## src/rtl/tl_ul_loader_if.sv

```systemverilog
// TileLink-UL A/D channel bundle between the stream loader (master) and a
// responder such as the switch or memory (slave).
interface tl_ul_loader_if #(
    parameter int XLEN      = 32,
    parameter int SID_WIDTH = 2
);
    logic                   a_valid;
    logic                   a_ready;
    logic [2:0]             a_opcode;
    logic [2:0]             a_param;
    logic [2:0]             a_size;
    logic [SID_WIDTH-1:0]   a_source;
    logic [XLEN-1:0]        a_address;
    logic [XLEN/8-1:0]      a_mask;
    logic [XLEN-1:0]        a_data;

    logic                   d_valid;
    logic                   d_ready;
    logic [2:0]             d_opcode;
    logic [SID_WIDTH-1:0]   d_source;
    logic                   d_denied;
    logic                   d_corrupt;

    modport master (
        output a_valid, a_opcode, a_param, a_size, a_source, a_address, a_mask, a_data,
        input  a_ready,
        input  d_valid, d_opcode, d_source, d_denied, d_corrupt,
        output d_ready
    );

    modport slave (
        input  a_valid, a_opcode, a_param, a_size, a_source, a_address, a_mask, a_data,
        output a_ready,
        output d_valid, d_opcode, d_source, d_denied, d_corrupt,
        input  d_ready
    );
endinterface

```

## src/rtl/tl_ul_loader.sv

```systemverilog
// Byte-stream to TileLink-UL PutFullData loader. Packs little-endian bytes
// into words and writes them to consecutive addresses, one write in flight.
module tl_ul_loader #(
    parameter int XLEN      = 32,
    parameter int SID_WIDTH = 2,
    parameter int SOURCE_ID = 1
) (
    input  logic                clk,
    input  logic                reset,
    input  logic                start,
    input  logic [XLEN-1:0]     start_addr,
    input  logic [15:0]         word_count,
    input  logic                s_valid,
    output logic                s_ready,
    input  logic [7:0]          s_data,
    tl_ul_loader_if.master      tl,
    output logic                busy,
    output logic                done,
    output logic                error,
    output logic [15:0]         words_written
);
    localparam int NBYTES = XLEN / 8;
    localparam int IDXW   = $clog2(NBYTES);
    localparam logic [IDXW-1:0]      LAST_IDX   = IDXW'(NBYTES - 1);
    localparam logic [XLEN-1:0]      ALIGN_MASK = ~(XLEN'(NBYTES - 1));
    localparam logic [SID_WIDTH-1:0] SRC        = SID_WIDTH'(SOURCE_ID);

    localparam logic [2:0] S_IDLE    = 3'd0;
    localparam logic [2:0] S_COLLECT = 3'd1;
    localparam logic [2:0] S_REQ     = 3'd2;
    localparam logic [2:0] S_RESP    = 3'd3;
    localparam logic [2:0] S_DONE    = 3'd4;

    logic [2:0]      state;
    logic [IDXW-1:0] idx;
    logic [XLEN-1:0] addr_q;
    logic [XLEN-1:0] data_q;
    logic [15:0]     count_q;
    logic [15:0]     ww_q;
    logic            err_q;
    logic            resp_bad;

    // d_corrupt carries no meaning for write acknowledgements
    logic unused_corrupt;
    assign unused_corrupt = tl.d_corrupt;

    assign resp_bad = tl.d_denied || (tl.d_opcode != 3'd0) || (tl.d_source != SRC);

    // Sequencer: collect bytes, issue one write, wait for its ack, repeat
    always_ff @(posedge clk) begin
        if (!reset) begin
            state   <= S_IDLE;
            idx     <= '0;
            addr_q  <= '0;
            data_q  <= '0;
            count_q <= '0;
            ww_q    <= '0;
            err_q   <= 1'b0;
        end else begin
            case (state)
                S_IDLE: begin
                    if (start) begin
                        addr_q  <= start_addr & ALIGN_MASK;
                        count_q <= word_count;
                        err_q   <= 1'b0;
                        ww_q    <= '0;
                        idx     <= '0;
                        state   <= (word_count == 16'd0) ? S_DONE : S_COLLECT;
                    end
                end
                S_COLLECT: begin
                    if (s_valid) begin
                        data_q[{idx, 3'b000} +: 8] <= s_data;
                        if (idx == LAST_IDX) begin
                            idx   <= '0;
                            state <= S_REQ;
                        end else begin
                            idx <= idx + IDXW'(1);
                        end
                    end
                end
                S_REQ: begin
                    if (tl.a_ready) state <= S_RESP;
                end
                S_RESP: begin
                    if (tl.d_valid) begin
                        if (resp_bad) begin
                            err_q <= 1'b1;
                            state <= S_IDLE;
                        end else begin
                            ww_q   <= ww_q + 16'd1;
                            addr_q <= addr_q + XLEN'(NBYTES);
                            state  <= (ww_q + 16'd1 == count_q) ? S_DONE : S_COLLECT;
                        end
                    end
                end
                S_DONE:  state <= S_IDLE;
                default: state <= S_IDLE;
            endcase
        end
    end

    // Handshake and status outputs decode only the state register
    assign s_ready       = (state == S_COLLECT);
    assign tl.a_valid    = (state == S_REQ);
    assign tl.d_ready    = (state == S_RESP);
    assign busy          = (state != S_IDLE);
    assign done          = (state == S_DONE);
    assign error         = err_q;
    assign words_written = ww_q;

    assign tl.a_opcode   = 3'd0;
    assign tl.a_param    = 3'd0;
    assign tl.a_size     = 3'(IDXW);
    assign tl.a_source   = SRC;
    assign tl.a_mask     = '1;
    assign tl.a_address  = addr_q;
    assign tl.a_data     = data_q;
endmodule

```

## src/flat_wrapper.sv

```systemverilog
// flat-port wrapper written by rule: the top's interface ports become plain ports
module tl_ul_loader_flat 
#(
    parameter int XLEN      = 32,
    parameter int SID_WIDTH = 2,
    parameter int SOURCE_ID = 1
)
  (clk, reset, start, start_addr, word_count, s_valid, s_ready, s_data, busy, done, error, words_written, tl_a_valid, tl_a_opcode, tl_a_param, tl_a_size, tl_a_source, tl_a_address, tl_a_mask, tl_a_data, tl_a_ready, tl_d_valid, tl_d_opcode, tl_d_source, tl_d_denied, tl_d_corrupt, tl_d_ready);
  tl_ul_loader_if #(.XLEN(XLEN), .SID_WIDTH(SID_WIDTH)) tl_i ();
  input  logic clk;
  input  logic reset;
  input  logic start;
  input  logic [XLEN-1:0] start_addr;
  input  logic [15:0] word_count;
  input  logic s_valid;
  output logic s_ready;
  input  logic [7:0] s_data;
  output logic busy;
  output logic done;
  output logic error;
  output logic [15:0] words_written;
  output wire logic [$bits(tl_i.a_valid)-1:0] tl_a_valid;
  output wire logic [$bits(tl_i.a_opcode)-1:0] tl_a_opcode;
  output wire logic [$bits(tl_i.a_param)-1:0] tl_a_param;
  output wire logic [$bits(tl_i.a_size)-1:0] tl_a_size;
  output wire logic [$bits(tl_i.a_source)-1:0] tl_a_source;
  output wire logic [$bits(tl_i.a_address)-1:0] tl_a_address;
  output wire logic [$bits(tl_i.a_mask)-1:0] tl_a_mask;
  output wire logic [$bits(tl_i.a_data)-1:0] tl_a_data;
  input wire logic [$bits(tl_i.a_ready)-1:0] tl_a_ready;
  input wire logic [$bits(tl_i.d_valid)-1:0] tl_d_valid;
  input wire logic [$bits(tl_i.d_opcode)-1:0] tl_d_opcode;
  input wire logic [$bits(tl_i.d_source)-1:0] tl_d_source;
  input wire logic [$bits(tl_i.d_denied)-1:0] tl_d_denied;
  input wire logic [$bits(tl_i.d_corrupt)-1:0] tl_d_corrupt;
  output wire logic [$bits(tl_i.d_ready)-1:0] tl_d_ready;
  assign tl_a_valid = tl_i.a_valid;
  assign tl_a_opcode = tl_i.a_opcode;
  assign tl_a_param = tl_i.a_param;
  assign tl_a_size = tl_i.a_size;
  assign tl_a_source = tl_i.a_source;
  assign tl_a_address = tl_i.a_address;
  assign tl_a_mask = tl_i.a_mask;
  assign tl_a_data = tl_i.a_data;
  assign tl_i.a_ready = tl_a_ready;
  assign tl_i.d_valid = tl_d_valid;
  assign tl_i.d_opcode = tl_d_opcode;
  assign tl_i.d_source = tl_d_source;
  assign tl_i.d_denied = tl_d_denied;
  assign tl_i.d_corrupt = tl_d_corrupt;
  assign tl_d_ready = tl_i.d_ready;
  tl_ul_loader #(.XLEN(XLEN), .SID_WIDTH(SID_WIDTH), .SOURCE_ID(SOURCE_ID)) u_core (.clk(clk), .reset(reset), .start(start), .start_addr(start_addr), .word_count(word_count), .s_valid(s_valid), .s_ready(s_ready), .s_data(s_data), .tl(tl_i), .busy(busy), .done(done), .error(error), .words_written(words_written));
endmodule
```

## config.mk

```make
export PLATFORM = sky130hd
export DESIGN_NAME = tl_ul_loader_flat
export DESIGN_NICKNAME = d
export VERILOG_FILES = /design/src/rtl/tl_ul_loader_if.sv /design/src/rtl/tl_ul_loader.sv /design/src/flat_wrapper.sv
export SDC_FILE = /design/constraint.sdc
export NUM_CORES = 1
export LEC_CHECK = 0
export ABC_AREA = 1
export CORE_ASPECT_RATIO = 0.75
export CORE_MARGIN = 8
export CORE_UTILIZATION = 53
export CTS_BUF_LIST = sky130_fd_sc_hd__clkbuf_4 sky130_fd_sc_hd__clkbuf_8
export DETAILED_ROUTE_END_ITERATION = 12
export PLACE_DENSITY = 0.95
export SYNTH_ARGS = -nofsm -noshare
export SYNTH_HDL_FRONTEND = slang
export SYNTH_SLANG_ARGS = --single-unit
```

## constraint.sdc

```tcl
create_clock -name clk -period 6.7 [get_ports clk]
set_input_delay 1.005 -clock clk [delete_from_list [all_inputs] [get_ports clk]]
set_output_delay 1.005 -clock clk [all_outputs]
set_load 0.01 [all_outputs]
```

==> results of run 1 <==
## metrics by stage
step / cells / power, uW
2_1_floorplan: 855 / 1330
3_5_place_dp: 1093 / 1660
6_report: 1109 / 2030
3_3_place_gp: 1093 / 1640
5_1_grt: 1109 / 2160
4_1_cts: 1109 / 2030
## kinds of logic (layout without fill, tap and decap cells)
group                    Yosys count  count (layout)  synth area share
adder cells (fa/ha/maj)            8               8            0.0175
AND/OR/NAND/NOR                  385             385             0.314
flip-flops                       100             100             0.349
XOR/XNOR                          14              14            0.0262
other                              2              17           0.00131
AO/OA/AOI/OAI                    186             186             0.182
buffers and inverters            145             259             0.110
## critical path, cell delays in order (launching register included)
cell	delay [ns]
dfxtp_1	0.44
nand3_1	0.70
inv_2	0.86
clkdlybuf4s50_1	0.67
## worst min-delay path by stage
stage,slack (ns),to,start,cells past startpoint
after floorplan,0.43,u_core.count_q[13],u_core.count_q[13],2
after global placement,0.44,u_core.tl.a_data[13],u_core.tl.a_data[13],2
after detailed placement,0.44,u_core.tl.a_data[13],u_core.tl.a_data[13],2
after CTS,0.46,u_core.tl.a_data[13],u_core.tl.a_data[13],2
after global routing,0.49,u_core.tl.a_data[30],u_core.tl.a_data[30],2
final,0.46,u_core.tl.a_data[13],u_core.tl.a_data[13],2
## metal layers
metal / wire length, um / vias up
li1: - / 3027
met1: 7550 / 2780
met2: 7810 / 264
met3: 1730 / 40
met4: 450 / 0
met5: 0 / -
## sequential cells by signal (all words and copies together), names as in the netlist
register,cells
u_core.error,1
u_core.tl.a_address,30
u_core.count_q,16
u_core.words_written,16
u_core.idx,2
u_core.tl.a_data,32
u_core.state,3
## cells in the final DEF, fill, tap and decap left out, drive strengths merged, types with 7 or more instances in the layout
master | Yosys | final
a21oi | 92 | 92
o211ai | 9 | 9
inv | 93 | 95
nand3 | 66 | 66
nor3 | 15 | 15
ha | 8 | 8
nand4 | 22 | 22
nand2 | 201 | 201
conb | 2 | 17
xor2 | 9 | 9
o21ai | 55 | 55
clkdlybuf4s50 | 0 | 149
clkbuf | 23 | 10
dfxtp | 100 | 100
nor2 | 56 | 56
a31oi | 7 | 7
## where the power goes
part / switching [uW] / internal, uW
Clock: 222 / 148
Sequential: 130 / 707
Combinational: 482 / 346
## final cells by class
type,instances,area (um2),area share
Multi-Input combinational cell,610,3160,0.429
Sequential cell,100,2000,0.272
Clock inverter,6,46.3,0.00629
Clock buffer,10,138,0.0187
Tap cell,140,175,0.0238
Inverter,93,349,0.0474
Timing Repair Buffer,150,1500,0.203
==> results.cfg, run 1 <==
[run_status]
outcome = finished, final reports clean

[place]
io_buffers = 149
place_congestion = 0.916
postPlaceCellArea_um2 = 7180
dp_hpwl_um = 12900
place_ws_ns = 2.88

[layout]
antennaDiodeCount = 0
drive_gt1_frac = 0.0547
syn2layout_area_growth_pct = 28.5
final_util = 0.686
fin_nets = 1041
fill_cells = 893
final_area_um2 = 7370

[clock_tree]
cts_root_buffer = clkbuf_8
clockBufferDepth = 2
cts_tree = built
postCtsSetupBuffers = 0
cts_sinks = 100
cts.clk_slew.worst_paths_ns = 0.10
h-tree-depth = 3
holdBufCountCts = 0
cts_buffers = 9
cts_resized = 0
clock_latency_ns = 0.36

[detailed_routing]
avgViaCountPerCell = 5.51
routedWlPerCell_um = 15.8
dr.pass1.iters = 5
vias = 6111
drt-initial-drc-count = 613
drt-total-wl_um = 17500
drtAntennaViolNets = 0
drc = 0

[synth]
syn_inst = 840
synthArstFlopShare = 0
syn_area_per_cell_um2 = 6.83
syn_area_um2 = 5730
yosysWarnings = 0
synth.area.top_cells = dfxtp_1, nand2_1, a21oi_1, inv_1, nand3_1
yosysSeqAreaShare = 0.349
synth_common_cells = nand2_1, dfxtp_1, a21oi_1
ys_seq_elements = 100
synth.distinct_cells = 46
synth_top_area_frac = 0.349
synth_top_area_cell = dfxtp_1
synth.most_common_cell = nand2_1
ys.flop_type = dfxtp_1
synth_edf_count = 0

[global_route]
grt_pass1_wl_um = 28300
use_met1 = 0.308
grt_max_degree = 71
grt_pass1_vias = 5659
busiest_layer = met2
met2_usage = 0.370
grtUsageMet3 = 0.0735
grtUsageTotal = 0.237
gr-total-overflow = 0
antenna_found_initial = 0

[worst_hold_path]
min_path_type = flop to flop

[critical_path]
endpoint_kind = output port
cp.required_ns = 5.69
startpoint = u_core.state[1]
crit_path_end = tl_d_ready
r2r_slack_ns = 2.82
worstSetupPathType = flop to output port
r2r-end = u_core.tl.a_address[23]
reg2reg_from = u_core.state[1]
critPathArrivalTime_ns = 3.06
critPathLaunchType = flop
crit_fanout = 42
worstRegToRegCells = 10

[timing]
max_freq_ghz = 0.246
drv_slew = 0
tightest_slew_ns = 1.11
hold_ws_ns = 0.458
slew_headroom = 0.257
setup_viol = 0
period_share = 0.606
rsz0062_at_grt = no
fin_crit_ns = 4.06
finalClockSkew_ns = 0.00693
finalHoldViolations = 0
fin_setup_tns_ns = 0
fin_ws_ns = 2.64

[floorplanning]
start_util = 0.534
core-area_um2 = 10700
die_w_um = 136
fp.dieH_um = 106
ios = 170
rows = 33
die-area_um2 = 14400

[power]
leakage_uw = 0.00279
ir_drop_mv = 0.163
power_per_cell_area_nw_per_um2 = 276

[run]
cap_violations = 0
No activity file was read; power rests on OpenSTA's default activity.
==> run 2: changes to the inputs <==
--- a/config.mk
+++ b/config.mk
@@ -8,10 +8,10 @@
 export ABC_AREA = 1
 export CORE_ASPECT_RATIO = 0.75
 export CORE_MARGIN = 8
-export CORE_UTILIZATION = 53
+export CORE_UTILIZATION = 45
 export CTS_BUF_LIST = sky130_fd_sc_hd__clkbuf_4 sky130_fd_sc_hd__clkbuf_8
 export DETAILED_ROUTE_END_ITERATION = 12
-export PLACE_DENSITY = 0.95
+export PLACE_DENSITY = 0.87
 export SYNTH_ARGS = -nofsm -noshare
 export SYNTH_HDL_FRONTEND = slang
 export SYNTH_SLANG_ARGS = --single-unit
==> constraint.sdc (replaced) <==
create_clock -name clk -period 3.7 [get_ports clk]
set_input_delay 0.555 -clock clk [delete_from_list [all_inputs] [get_ports clk]]
set_output_delay 0.555 -clock clk [all_outputs]
set_load 0.01 [all_outputs]
==> run 2 against run 1 <==
Against the previous run:
- first-iteration DRC count shrank 8.0%
- non-clock buffer count grew 6
- final cell count grew 3.0%
- clock power grew 110%
- largest cell class unchanged
==> results.cfg, run 2 (synthesis gave the netlist of run 1 again) <==
[critical_path]
cp_cell_sequence = nand3_1, inv_2, buf_4, clkdlybuf4s50_1
cp.required_ns = 3.14
r2r-end = u_core.tl.a_data[26]
r2r_slack_ns = 1.31
critPathMaxStageDelay_ns = 0.63
crit_fanout = 41
critical_path.top_delay_family = buffers and inverters
reg2reg_from = u_core.idx[0]
endpoint_kind = output port
crit_path_end = tl_d_ready
worstRegToRegCells = 6
worstSetupPathType = flop to output port
critPathLaunchType = flop
startpoint = u_core.state[1]
critPathArrivalTime_ns = 2.03
cp_slowest_cell = clkdlybuf4s50_1
critPathBufInv = 3
critical_path_depth = 4

[clock_tree]
cts_buffers = 9
h-tree-depth = 3
cts_tree = built
clock_latency_ns = 0.37
cts_root_buffer = clkbuf_8
cts_resized = 0
clockBufferDepth = 2
postCtsSetupBuffers = 0
holdBufCountCts = 0
cts_sinks = 100
cts.clk_slew.worst_paths_ns = 0.09

[detailed_routing]
routedWlPerCell_um = 15.6
dr.pass1.iters = 5
avgViaCountPerCell = 5.33
drt-initial-drc-count = 564
drc = 0
drt-total-wl_um = 17800
vias = 6082
drtAntennaViolNets = 0

[timing]
fin_crit_ns = 2.59
tightest_slew_ns = 0.920
setup_viol = 0
slew_headroom = 0.385
fin_setup_tns_ns = 0
finalHoldViolations = 0
period_share = 0.699
max_freq_ghz = 0.387
drv_slew = 0
finalClockSkew_ns = 0.0109
rsz0062_at_grt = no

[layout]
largest_reg_flops = 32
layout_commonest_cell = nand2_1
syn2layout_area_growth_pct = 30.5
fill_cells = 1142
mostFrequentLayoutCells = nand2_1, clkdlybuf4s50_1, dfxtp_1
fin_nets = 1047
layout.area.seq_um2 = 2000
drive_gt1_frac = 0.0605
multiInputGateArea_um2 = 3160

[floorplanning]
ios = 170
die_w_um = 146
core-area_um2 = 12300
rows = 35
fp.dieH_um = 114
start_util = 0.464
die-area_um2 = 16600

[global_route]
grtUsageTotal = 0.209
gr-total-overflow = 0
antenna_found_initial = 0
grt_max_degree = 49
grt_pass1_wl_um = 28700
grt_pass1_vias = 5602

[power]
leakage_uw = 0.00284
ir_drop_mv = 0.313
power_per_cell_area_nw_per_um2 = 507
power_uw = 3790

[run]
cap_violations = 0

[run_status]
outcome = finished, final reports clean

[worst_hold_path]
min_path_type = flop to flop

[place]
place_congestion = 0.899
io_buffers = 149
dp_hpwl_um = 13300
[run 2: cell count changes in the layout (fill, tap and decap cells not counted)]
cell,change
inv_6,-2
clkinv_4,-1
clkinvlp_4,-1
clkbuf_8,+3
bufinv_16,+1
buf_4,+6
diode_2,+1
[run 2: area by class of cell]
class                      count  area share
timing repair buffer         156       0.206
inverter                      93      0.0466
clock inverter                 3     0.00568
multi-input combinational    610       0.422
sequential                   100       0.268
antenna                        1    0.000334
clock buffer                  13      0.0239
tap                          166      0.0278
[run 2: per-stage QoR]
stage	hold slack (ns)	instance area (um2)	worst slack, ns	cells	utilization
2_1_floorplan	0.431	5790	1.50	855	-
3_3_place_gp	0.443	7260	0.777	1125	0.588
3_5_place_dp	0.447	7260	0.687	1125	0.588
4_1_cts	0.462	7480	1.06	1141	0.606
5_1_grt	0.473	7480	0.960	1141	0.606
6_report	0.458	7480	1.11	1142	0.606
[run 2: routing by layer]
| layer | GRT usage | routed length (um) | vias to the layer above |
|---|---|---|---|
| met5 | 0 | 0 | - |
| met2 | 0.331 | 8060 | 238 |
| li1 | - | - | 3037 |
| met4 | 0.0500 | 225 | 0 |
| met3 | 0.0708 | 1670 | 15 |
| met1 | 0.269 | 7820 | 2792 |
[run 2: where the power goes]
part	internal (uW)	leakage, uW	switching [uW]
Sequential	1280	0.000816	236
Combinational	640	0.00191	869
Clock	386	0.000112	382
[run 2: worst min path at each step]
stage / slack, ns / depth (start not counted) / endpoint / start
after floorplan: 0.43 / 2 / u_core.count_q[13] / u_core.count_q[13]
after global placement: 0.44 / 2 / u_core.tl.a_data[12] / u_core.tl.a_data[12]
after detailed placement: 0.45 / 2 / u_core.tl.a_data[12] / u_core.tl.a_data[12]
after CTS: 0.46 / 2 / u_core.tl.a_data[12] / u_core.tl.a_data[12]
after global routing: 0.47 / 2 / u_core.tl.a_data[12] / u_core.tl.a_data[12]
final: 0.46 / 2 / u_core.tl.a_data[12] / u_core.tl.a_data[12]
[run 2: worst register-to-register path, stage by stage, from the launching register on]
cell and delay, ns:
dfxtp_1 0.59, inv_1 0.35, ha_1 0.43, nor2_1 0.18
inv_1 0.13, or4_1 0.50, a21oi_1 0.13
